<file path="src/rtl/ifetch_unit_pkg.sv">
// Shared definitions for the instruction-fetch stage: state encodings and default
// PC/instruction geometry.
package ifetch_unit_pkg;

  localparam int unsigned IF_PC_W      = 10;
  localparam int unsigned IF_INSTR_W   = 32;
  localparam int unsigned IF_PC_STEP   = 4;
  localparam int unsigned IF_RESET_PC  = 0;
  localparam logic [IF_INSTR_W-1:0] IF_NOP = 32'h0000_0000;

  typedef enum logic [1:0] {
    IF_IDLE  = 2'd0,
    IF_FETCH = 2'd1,
    IF_HOLD  = 2'd2
  } if_state_e;

endpackage

</file>
<file path="src/rtl/ifetch_unit_skid.sv">
// One-entry skid buffer: parks a fetched word and its PC while downstream stalls.
module ifetch_unit_skid
  import ifetch_unit_pkg::*;
#(
  parameter int unsigned DATA_W = IF_INSTR_W,
  parameter int unsigned PC_W   = IF_PC_W
) (
  input  logic              clk,
  input  logic              rst_n,
  input  logic              load_i,
  input  logic              clear_i,
  input  logic [DATA_W-1:0] data_i,
  input  logic [PC_W-1:0]   pc_i,
  output logic [DATA_W-1:0] data_o,
  output logic [PC_W-1:0]   pc_o,
  output logic              full_o
);

  logic [DATA_W-1:0] buf_q;
  logic [PC_W-1:0]   pc_q;
  logic              full_q;

  // Clear wins over load so a redirect always discards the parked word.
  always_ff @(posedge clk or negedge rst_n) begin
    if (!rst_n) begin
      buf_q  <= '0;
      pc_q   <= '0;
      full_q <= 1'b0;
    end else if (clear_i) begin
      full_q <= 1'b0;
    end else if (load_i) begin
      buf_q  <= data_i;
      pc_q   <= pc_i;
      full_q <= 1'b1;
    end
  end

  assign data_o = buf_q;
  assign pc_o   = pc_q;
  assign full_o = full_q;

endmodule

</file>
<file path="src/rtl/ifetch_unit.sv">
// Instruction-fetch stage: owns the PC, issues instruction-memory requests and
// presents instruction/PC/flush to REG1, absorbing wait states, stalls and redirects.
module ifetch_unit
  import ifetch_unit_pkg::*;
#(
  parameter int unsigned     PC_W     = IF_PC_W,
  parameter logic [PC_W-1:0] RESET_PC = PC_W'(IF_RESET_PC),
  parameter int unsigned     PC_STEP  = IF_PC_STEP
) (
  input  logic                  clock,
  input  logic                  reset_n,
  output logic [PC_W-1:0]       oIM_addr,
  output logic                  oIM_enable,
  input  logic [IF_INSTR_W-1:0] iIM_data,
  input  logic                  iIM_ready,
  input  logic                  iIF_stall,
  input  logic                  iIF_redirect,
  input  logic [PC_W-1:0]       iIF_redirect_pc,
  output logic [IF_INSTR_W-1:0] oIF_instruction,
  output logic [PC_W-1:0]       oIF_current_pc,
  output logic                  oIF_valid,
  output logic                  oIF_flush_REG1
);

  if_state_e             state_q, state_d;
  logic [PC_W-1:0]       pc_q, pc_d;
  logic [IF_INSTR_W-1:0] instr_q, instr_d;
  logic [PC_W-1:0]       cur_pc_q, cur_pc_d;
  logic                  valid_q, valid_d;

  logic                  skid_load;
  logic                  skid_clear;
  logic [IF_INSTR_W-1:0] skid_data;
  logic [PC_W-1:0]       skid_pc;
  logic                  skid_full;

  ifetch_unit_skid #(
    .DATA_W (IF_INSTR_W),
    .PC_W   (PC_W)
  ) u_skid (
    .clk     (clock),
    .rst_n   (reset_n),
    .load_i  (skid_load),
    .clear_i (skid_clear),
    .data_i  (iIM_data),
    .pc_i    (pc_q),
    .data_o  (skid_data),
    .pc_o    (skid_pc),
    .full_o  (skid_full)
  );

  always_ff @(posedge clock or negedge reset_n) begin
    if (!reset_n) begin
      state_q  <= IF_IDLE;
      pc_q     <= RESET_PC;
      instr_q  <= IF_NOP;
      cur_pc_q <= '0;
      valid_q  <= 1'b0;
    end else begin
      state_q  <= state_d;
      pc_q     <= pc_d;
      instr_q  <= instr_d;
      cur_pc_q <= cur_pc_d;
      valid_q  <= valid_d;
    end
  end

  // Redirect overrides everything; otherwise stall freezes the presented outputs.
  always_comb begin
    state_d    = state_q;
    pc_d       = pc_q;
    instr_d    = instr_q;
    cur_pc_d   = cur_pc_q;
    valid_d    = valid_q;
    skid_load  = 1'b0;
    skid_clear = 1'b0;

    if (iIF_redirect) begin
      pc_d       = iIF_redirect_pc;
      valid_d    = 1'b0;
      skid_clear = 1'b1;
      state_d    = IF_FETCH;
    end else begin
      unique case (state_q)
        IF_IDLE: begin
          state_d = IF_FETCH;
        end
        IF_FETCH: begin
          if (iIM_ready) begin
            pc_d = pc_q + PC_W'(PC_STEP);
            if (iIF_stall) begin
              skid_load = 1'b1;
              state_d   = IF_HOLD;
            end else begin
              instr_d  = iIM_data;
              cur_pc_d = pc_q;
              valid_d  = 1'b1;
            end
          end else if (!iIF_stall) begin
            valid_d = 1'b0;
          end
        end
        IF_HOLD: begin
          if (!iIF_stall) begin
            if (skid_full) begin
              instr_d  = skid_data;
              cur_pc_d = skid_pc;
              valid_d  = 1'b1;
            end
            skid_clear = 1'b1;
            state_d    = IF_FETCH;
          end
        end
        default: begin
          state_d = IF_IDLE;
        end
      endcase
    end
  end

  assign oIM_enable      = (state_q == IF_FETCH);
  assign oIM_addr        = pc_q;
  assign oIF_instruction = instr_q;
  assign oIF_current_pc  = cur_pc_q;
  assign oIF_valid       = valid_q;
  assign oIF_flush_REG1  = ~valid_q;

endmodule

</file>
<file path="config.mk">
export PLATFORM = sky130hd
export DESIGN_NAME = ifetch_unit
export DESIGN_NICKNAME = d
export VERILOG_FILES = /design/src/rtl/ifetch_unit_pkg.sv /design/src/rtl/ifetch_unit_skid.sv /design/src/rtl/ifetch_unit.sv
export SDC_FILE = /design/constraint.sdc
export NUM_CORES = 1
export LEC_CHECK = 0
export ABC_AREA = 1
export ABC_CLOCK_PERIOD_IN_PS = 1400
export CORE_MARGIN = 3
export CORE_UTILIZATION = 29
export DETAILED_ROUTE_END_ITERATION = 12
export PLACE_DENSITY_LB_ADDON = 0.08
export SLEW_MARGIN = 5
export SYNTH_ARGS = -nofsm -noshare
export SYNTH_HDL_FRONTEND = slang
export SYNTH_HIERARCHICAL = 1
export SYNTH_SLANG_ARGS = --single-unit
</file>
<file path="constraint.sdc">
create_clock -name clock -period 1.4 [get_ports clock]
set_input_delay 0.28 -clock clock [delete_from_list [all_inputs] [get_ports clock]]
set_output_delay 0.28 -clock clock [all_outputs]
set_load 0.05 [all_outputs]
</file>
==> results of run 1 <==
==> what timing repair did <==
| action | CTS | global route |
|---|---|---|
| pin swaps | 5 | 31 |
| hold buffers | 1 | 0 |
| endpoints found under the setup margin | 88 | 94 |
| gates resized for setup | 21 | 108 |
| cloned | 4 | 22 |
| hold endpoints to repair | 98 | 0 |
| setup buffers | 10 | 7 |
==> layout make-up <==
type                       count  area [sq um]  area share
timing repair inverter         1          11.3     0.00135
timing repair buffer         175          2690       0.323
clock inverter                 5          62.6     0.00751
clock buffer                  11           253      0.0304
inverter                      17          78.8     0.00947
sequential                    98          2460       0.295
multi-input combinational    476          2500       0.301
tap                          216           270      0.0325
==> final timing paths <==
| path | endpoint | cells past startpoint | startpoint | slack (ns) |
|---|---|---|---|---|
| setup / recovery | oIM_enable | 4 | state_q[1] | -0.12 |
| hold / removal | oIF_instruction[24] | 2 | reset_n | 0.28 |
| min in group clock | u_skid/data_o[19] | 2 | u_skid/data_o[19] | 0.47 |
| max in group asynchronous | oIM_addr[3] | 3 | reset_n | 0.63 |
| setup reg to reg | oIF_instruction[17] | 9 | state_q[0] | -0.12 |
| hold reg to reg | u_skid/data_o[19] | 2 | u_skid/data_o[19] | 0.47 |
==> state kept, by name (all words and copies together) (netlist names) <==
| register | flops |
|---|---|
| oIF_instruction | 32 |
| state_q | 2 |
| oIM_addr | 10 |
| u_skid/pc_o | 10 |
| u_skid/data_o | 32 |
| oIF_valid | 1 |
| u_skid/full_o | 1 |
| oIF_current_pc | 10 |
==> Yosys cell counts <==
master | instances | share of area
or2_2 | 1 | 0.0013
mux2i_1 | 2 | 0.0042
inv_1 | 13 | 0.010
o22ai_1 | 2 | 0.0026
inv_4 | 1 | 0.0013
buf_2 | 8 | 0.0084
nor3_1 | 2 | 0.0021
nand3_1 | 88 | 0.092
o21ai_0 | 11 | 0.012
ha_1 | 1 | 0.0026
nand2_4 | 3 | 0.0071
nor2_2 | 1 | 0.0013
nand2_1 | 331 | 0.26
o21ai_1 | 5 | 0.0052
nand2_8 | 1 | 0.0042
nor2_1 | 17 | 0.013
a21oi_1 | 2 | 0.0021
clkbuf_1 | 4 | 0.0031
inv_2 | 3 | 0.0024
buf_6 | 10 | 0.024
buf_4 | 15 | 0.024
nand2_2 | 2 | 0.0026
dfrtp_1 | 98 | 0.51
o211ai_1 | 1 | 0.0016
==> cell families (layout without fill, tap and decap cells) <==
logic type | Yosys count | after routing | share of synthesized area
adders and majority gates | 1 | 1 | 0.00262
DFF | 98 | 98 | 0.513
and+or+nand+nor | 446 | 452 | 0.384
AOI/OAI and AO/OA | 21 | 21 | 0.0230
buffers and inverters | 54 | 209 | 0.0726
muxes | 2 | 2 | 0.00419
==> power by group through the flow <==
stage | clock, mW | sequential, mW | combinational (mW)
after floorplan | 0 | 5.18 | 0.926
after global placement | 0 | 4.16 | 4.29
after detailed placement | 0 | 4.17 | 4.33
after global routing | 2.78 | 4.26 | 5.13
final | 2.63 | 4.18 | 4.86
after CTS | 2.68 | 4.12 | 4.49
==> metal layers <==
layer	part of all wire	wire [um]
met1	0.45	7650
met2	0.48	8080
met3	0.054	910
met5	0	0
met4	0.011	189
==> metrics by stage <==
stage                     total power, mW   util
after floorplan                      6.11      -
after global placement               8.45  0.426
after detailed placement             8.51  0.426
after CTS                            11.3  0.465
after global routing                 12.2  0.520
final                                11.7  0.520
==> flow_summary_export.csv, run 1 <==
group,metric,value,unit
timing,finalHoldViolCount,0,
clock_network,cts_buffers,9,
setup_path,crit_top_cell,"buf_6",
timing,min_period,1.52,ns
timing,tns,-7.79,ns
cells_and_area,mostFrequentLayoutCell,"nand2_1",
clock_network,h-tree-depth,3,
setup_path,crit_required,1.12,ns
setup_path,endpoint_kind,"output port",
clock_network,clk_pin_slew,0.07,ns
route,drt_iter0_drc,339,
floorplan,pin_count,102,
clock_network,cts_root_buf,"clkbuf_16",
power,p_sw_frac,0.371,
logic_synthesis,syn-cell-area,4780,sq um
global_route,grt_pass1_wl,22900,um
power,internal-power,7.34,mW
timing,fmax,658,MHz
logic_synthesis,avgSynthCellArea,7.68,sq um
setup_path,cpPeakStageDelay,0.40,ns
run,cap_violations,0,
setup_path,cpLargestDelayFamily,"flip-flops",
timing,post-route-period-util,1.09,
cells_and_area,drive_gt1_frac,0.323,
power,switchingPower,4.33,mW
logic_synthesis,yosys.cell_types.count,24,
global_route,use_met1,0.215,
logic_synthesis,syn_inst,622,
status,status,"finished, violations left",
global_route,grt_antenna_before_repair,0,
logic_synthesis,syn_nets,670,
power,seqPwrFrac,0.358,
place,pre_cts_ws,-0.407,ns
global_route,globalRouteTotalUtil,0.159,
cells_and_area,nFillCells,1495,
setup_path,critical_path_class,"reg2out",
timing,layout_setup_ws,-0.119,ns
power,power_density,1400,nW/um^2
setup_path,path_cells,"buf_6 -> nor2_4 -> buf_6 -> buf_12",
clock_network,cts_tree,"yes",
cells_and_area,final_area,8330,sq um
floorplan,start_util,0.299,
route,drt-vias-per-instance,4.71,
timing,setup-violations-final,87,
timing,rsz0062_at_grt,"true",
setup_path,critical_path.slowest_cell,"dfrtp_1",
timing,slew_viol_final,0,
power,leakage,4.03,nW
power,p_comb_frac,0.416,
floorplan,core_area,16000,sq um
cells_and_area,fin_nets,826,
logic_synthesis,ys_seq_elements,98,
place,port_buffers,101,
setup_path,cp_max_fo,3,
floorplan,die_h,134,um
global_route,first_global_vias,4451,
timing,finClkSkew,0.00719,ns
place,dp_hpwl,9220,um
global_route,overflow,0,
route,postRouteAntennaNets,0,
setup_path,cp-start-kind,"flop",
clock_network,insertion_delay,0.35,ns
clock_network,clockBufferDepth,2,
power,clkPwrFrac,0.225,
hold_path,min-delay-path-class,"in2async",
floorplan,die_w,134,um
clock_network,clock-sinks,98,
setup_path,worst-endpoint-arrival,1.24,ns
global_route,use_met3,0.0375,
timing,hold_slack,0.277,ns
place,gp_congestion,0.824,
cells_and_area,synthToLayoutAreaGrowth,74.3,%
setup_path,cp.buffers_inverters,3,
global_route,grt_busiest_layer,"met2",
status,violations,"setup timing",
logic_synthesis,ys_warn_count,6,
global_route,grt_max_degree,53,
cells_and_area,n_antenna_cell,0,
power,peakVddDrop,0.759,mV
place,place_area,6820,sq um
route,post_drt_wl_per_cell,16.8,um
route,firstDrtPassIters,4,
cells_and_area,stdcell_count,999,
timing,max_slew_margin,0.777,
route,drc,0,
floorplan,design.die.area,18000,sq um
place,dp.cells,940,
route,drt_wl_total,16800,um
cells_and_area,layout_common_cells,"nand2_1 (293), dfrtp_1 (95), buf_12 (72)",
global_route,grtUsageMet2,0.263,
route,vias,4709,
logic_synthesis,ys_seq_area_frac,0.513,
floorplan,rows,46,
timing,worst_slew_pin_slew,0.335,ns
Power figures use the tool's default switching activity.
==> run 2: changes to the inputs <==
Settings changed: ABC_CLOCK_PERIOD_IN_PS 1400 to 1600, CORE_UTILIZATION 29 to 51, HOLD_SLACK_MARGIN from default to 0.02.
Clock period 1.4 ns to 1.6 ns, I/O delays scaled along.
==> flow_summary_export.csv, run 2 (synthesis gave the netlist of run 1 again) <==
group,metric,value,unit
hold_path,min-delay-path-class,"in2async",
power,power_density,1320,nW/um^2
setup_path,cp_max_fo,11,
floorplan,die_h,103,um
clock_network,cts_root_buf,"clkbuf_8",
route,post_drt_wl_per_cell,14.4,um
timing,finClkSkew,0.0107,ns
timing,worst_slew_pin_slew,0.459,ns
clock_network,clockBufferDepth,2,
floorplan,design.die.area,10600,sq um
setup_path,crit_required,1.89,ns
clock_network,h-tree-depth,3,
cells_and_area,layout_common_cells,"nand2_1 (331), dfrtp_1 (98), nand3_1 (88)",
global_route,overflow,0,
cells_and_area,n_antenna_cell,0,
route,drt_iter0_drc,202,
route,drt_wl_total,12200,um
setup_path,setup.worst_path.start,"state_q[1]",
setup_path,endpoint,"u_skid/data_o[9]",
status,status,"completed",
route,firstDrtPassIters,5,
timing,tns,0,ns
place,gp_congestion,0.801,
floorplan,pin_count,102,
timing,slew_viol_final,0,
setup_path,cp-start-kind,"flop",
setup_path,reg2regPathDepth,9,
run,cap_violations,0,
floorplan,die_w,103,um
cells_and_area,mostFrequentLayoutCell,"nand2_1",
place,dp.cells,826,
setup_path,crit-reg2reg-capture,"u_skid/data_o[9]",
power,peakVddDrop,0.817,mV
route,drc,0,
setup_path,endpoint_kind,"flop",
timing,fmax,643,MHz
cells_and_area,synthToLayoutAreaGrowth,33.1,%
cells_and_area,fin_nets,781,
place,dp_hpwl,8550,um
timing,finalHoldViolCount,0,
timing,post-route-period-util,0.972,
cells_and_area,stdcell_count,846,
global_route,grt_antenna_before_repair,0,
setup_path,rr_startpoint,"state_q[1]",
global_route,grt_pass1_wl,19800,um
floorplan,rows,34,
timing,max_slew_margin,0.694,
setup_path,critical_path_class,"reg2reg",
setup_path,worst-endpoint-arrival,1.85,ns
clock_network,cts_tree,"yes",
setup_path,ff2ff_setup_slack,0.04,ns
route,drt-vias-per-instance,5.29,
floorplan,start_util,0.537,
floorplan,core_area,8890,sq um
global_route,grt_max_degree,44,
route,postRouteAntennaNets,0,
clock_network,cts_buffers,9,
global_route,globalRouteTotalUtil,0.236,
timing,rsz0062_at_grt,"false",
power,leakage,3.42,nW
route,vias,4476,
clock_network,clk_pin_slew,0.10,ns
cells_and_area,drive_gt1_frac,0.161,
cells_and_area,utilization,0.715,
timing,min_period,1.56,ns
global_route,first_global_vias,4230,
cells_and_area,nFillCells,719,
place,port_buffers,101,
timing,setup-violations-final,0,
clock_network,clock-sinks,98,
clock_network,insertion_delay,0.36,ns
==> run 2: metrics by stage <==
| step | power, mW | hold slack, ns | worst slack [ns] | instance area (sq um) |
|---|---|---|---|---|
| after global placement | 6.53 | 0.299 | -0.182 | 6070 |
| after detailed placement | 6.61 | 0.303 | -0.248 | 6070 |
| after CTS | 8.42 | 0.451 | 0.0458 | 6300 |
| after global routing | 8.81 | 0.474 | 0.000348 | 6360 |
| after floorplan | 5.33 | 0.0244 | 0.0374 | 4780 |
| final | 8.38 | 0.449 | 0.0443 | 6360 |
==> run 2: critical path, cell delays in order, from the launching register on <==
cell,delay (ns)
dfrtp_1,0.45
inv_1,0.09
nand2_1,0.07
nor2_1,0.13
inv_1,0.10
nor2_4,0.15
buf_12,0.14
buf_4,0.18
nand3_1,0.10
nand2_1,0.08
==> run 2: repair_timing <==
item                       4_1_cts  5_1_grt
setup buffers                    0        2
hold endpoints to repair        31        0
gates resized for setup          0        3
hold buffers                     1        0
setup endpoints to repair        0       43
==> run 2: final cells by class <==
| cell class | instances | area, sq um | share of cell area |
|---|---|---|---|
| sequential | 98 | 2450 | 0.386 |
| clock buffer | 11 | 141 | 0.0222 |
| timing repair buffer | 136 | 1470 | 0.231 |
| multi-input combinational | 471 | 2010 | 0.316 |
| inverter | 17 | 66.3 | 0.0104 |
| clock inverter | 5 | 85.1 | 0.0134 |
| tap | 108 | 135 | 0.0213 |
==> run 2: where the power goes <==
group / internal, mW / switching [mW]
sequential: 3.06 / 0.412
clock: 0.934 / 0.881
combinational: 1.12 / 1.97
==> run 2: how the worst min path moves through the flow <==
stage	cells after the start	end	startpoint	slack (ns)
after global placement	1	oIF_instruction[24]	reset_n	0.30
after floorplan	0	oIF_current_pc[0]	reset_n	0.02
after detailed placement	1	oIF_instruction[24]	reset_n	0.30
final	2	oIF_instruction[24]	reset_n	0.45
after CTS	2	oIF_instruction[24]	reset_n	0.45
after global routing	2	oIF_instruction[24]	reset_n	0.47
==> run 2: per-layer routing <==
| metal | part of all wire | GRT usage | up-vias | routed length, um |
|---|---|---|---|---|
| met1 | 0.43 | 0.322 | 2123 | 5260 |
| met4 | 0.0070 | 0.0618 | 0 | 85 |
| met3 | 0.060 | 0.0386 | 8 | 736 |
| li1 | - | - | 2179 | - |
| met5 | 0 | 0 | - | 0 |
| met2 | 0.50 | 0.397 | 166 | 6130 |
==> run 3: changes to the inputs <==
Settings changed: CORE_UTILIZATION 51 to 35.
==> flow_summary_export.csv, run 3 (synthesis gave the netlist of run 1 again) <==
group,metric,value,unit
status,status,"completed",
clock_network,h-tree-depth,3,
setup_path,endpoint_kind,"flop",
global_route,grt_max_degree,44,
timing,setup-violations-final,0,
timing,finalHoldViolCount,0,
floorplan,die_h,123,um
timing,slew_viol_final,0,
clock_network,cts_buffers,9,
clock_network,cts_root_buf,"clkbuf_16",
timing,fmax,666,MHz
cells_and_area,layout_common_cells,"nand2_1 (331), dfrtp_1 (97), nand3_1 (88)",
timing,min_period,1.50,ns
hold_path,min-delay-path-class,"in2async",
power,switchingPower,3.33,mW
power,leakage,3.46,nW
setup_path,worst-endpoint-arrival,1.79,ns
power,peakVddDrop,0.577,mV
clock_network,cts_tree,"yes",
route,drt-vias-per-instance,4.73,
power,clkPwrFrac,0.266,
route,drc,0,
setup_path,critical_path_class,"reg2reg",
cells_and_area,drive_gt1_frac,0.165,
route,firstDrtPassIters,4,
global_route,grt_antenna_before_repair,0,
place,gp_congestion,0.853,
setup_path,setup.worst_path.start,"state_q[1]",
clock_network,insertion_delay,0.35,ns
route,postRouteAntennaNets,0,
setup_path,cp-start-kind,"flop",
cells_and_area,n_antenna_cell,0,
power,total_power,8.93,mW
floorplan,die_w,123,um
route,drt_wl_total,13100,um
timing,max_slew_margin,0.781,
global_route,first_global_vias,4179,
timing,hold_slack,0.406,ns
setup_path,crit_required,1.88,ns
run,cap_violations,0,
floorplan,design.die.area,15100,sq um
power,internal-power,5.60,mW
timing,rsz0062_at_grt,"false",
floorplan,pin_count,102,
timing,post-route-period-util,0.938,
floorplan,rows,42,
place,dp_hpwl,8880,um
place,port_buffers,101,
clock_network,clk_pin_slew,0.07,ns
timing,worst_slew_pin_slew,0.329,ns
floorplan,core_area,13300,sq um
clock_network,clock-sinks,98,
setup_path,rr_startpoint,"state_q[1]",
power,seqPwrFrac,0.389,
global_route,overflow,0,
clock_network,clockBufferDepth,2,
global_route,globalRouteTotalUtil,0.181,
setup_path,cp_max_fo,11,
timing,finClkSkew,0.00478,ns
route,drt_iter0_drc,339,
power,p_sw_frac,0.373,
floorplan,start_util,0.359,
route,vias,4323,
power,p_comb_frac,0.346,
global_route,grt_pass1_wl,21500,um
setup_path,reg2regPathDepth,9,
setup_path,ff2ff_setup_slack,0.1,ns
cells_and_area,synthToLayoutAreaGrowth,37.5,%
cells_and_area,mostFrequentLayoutCell,"nand2_1",
setup_path,crit-reg2reg-capture,"u_skid/pc_o[7]",
cells_and_area,fin_nets,781,
route,post_drt_wl_per_cell,14.3,um
power,power_density,1360,nW/um^2
## run 3: changes by cell type in the layout (fill, tap and decap cells not counted), moves of 2 or more
cell	previous run	this run
buf_4	63	61
clkbuf_16	0	9
clkbuf_8	10	1
clkinvlp_4	1	4
## run 3: what timing repair did
| item | 4_1_cts | 5_1_grt |
|---|---|---|
| hold endpoints to repair | 18 | 0 |
| endpoints found under the setup margin | 0 | 42 |
| buffers inserted | 0 | 1 |
| hold buffers | 1 | 0 |
| gates resized for setup | 0 | 6 |
## run 3: area by class of cell
type / instances / area, sq um
inverters: 17 / 66.3
well taps: 176 / 220
clock buffers: 10 / 239
multi-input cells: 471 / 2010
flip-flops and latches: 98 / 2450
fillers: 1302 / 6730
repair buffers: 136 / 1490
clock inverters: 6 / 90.1
## run 3: worst max path at each step
stage / to / cells after the start
6_report: u_skid/pc_o[7] / 9
4_1_cts: u_skid/data_o[20] / 8
2_1_floorplan: u_skid/pc_o[4] / 8
5_1_grt: u_skid/pc_o[4] / 9
3_3_place_gp: u_skid/data_o[14] / 7
3_5_place_dp: u_skid/data_o[25] / 7
## run 3: worst max-delay path, stage by stage, from the launching register on
cell	delay, ns
dfrtp_2	0.45
inv_1	0.08
nand2_1	0.07
nor2_2	0.11
inv_1	0.09
nor2_4	0.13
buf_12	0.15
buf_4	0.20
nand3_1	0.09
nand2_1	0.08
## run 3: routing by layer
layer / routed length (um) / track usage / share of wire / vias to the layer above
met2: 5970 / 0.276 / 0.46 / 97
li1: - / - / - / 2174
met4: 201 / 0.0672 / 0.015 / 0
met5: 0 / 0 / 0 / -
met3: 597 / 0.0276 / 0.046 / 12
met1: 6300 / 0.261 / 0.48 / 2040
## run 3: power groups by stage
stage               combinational [mW]  clock (mW)  sequential (mW)
global route                      3.33        2.55             3.55
detailed placement                3.10           0             3.52
finish                            3.09        2.37             3.47
floorplan                        0.799           0             4.53
CTS                               3.11        2.45             3.48
global placement                  3.07           0             3.50
## run 3: per-stage QoR
| step | std cells | setup WS, ns | TNS, ns | utilization | area, sq um |
|---|---|---|---|---|---|
| 2_1_floorplan | 622 | 0.0374 | 0 | - | 4780 |
| 3_3_place_gp | 895 | -0.188 | -13.15 | 0.464 | 6170 |
| 3_5_place_dp | 895 | -0.299 | -17.28 | 0.464 | 6170 |
| 4_1_cts | 912 | 0.0239 | 0 | 0.490 | 6510 |
| 5_1_grt | 914 | 0.00501 | 0 | 0.494 | 6570 |
| 6_report | 914 | 0.0986 | 0 | 0.494 | 6570 |
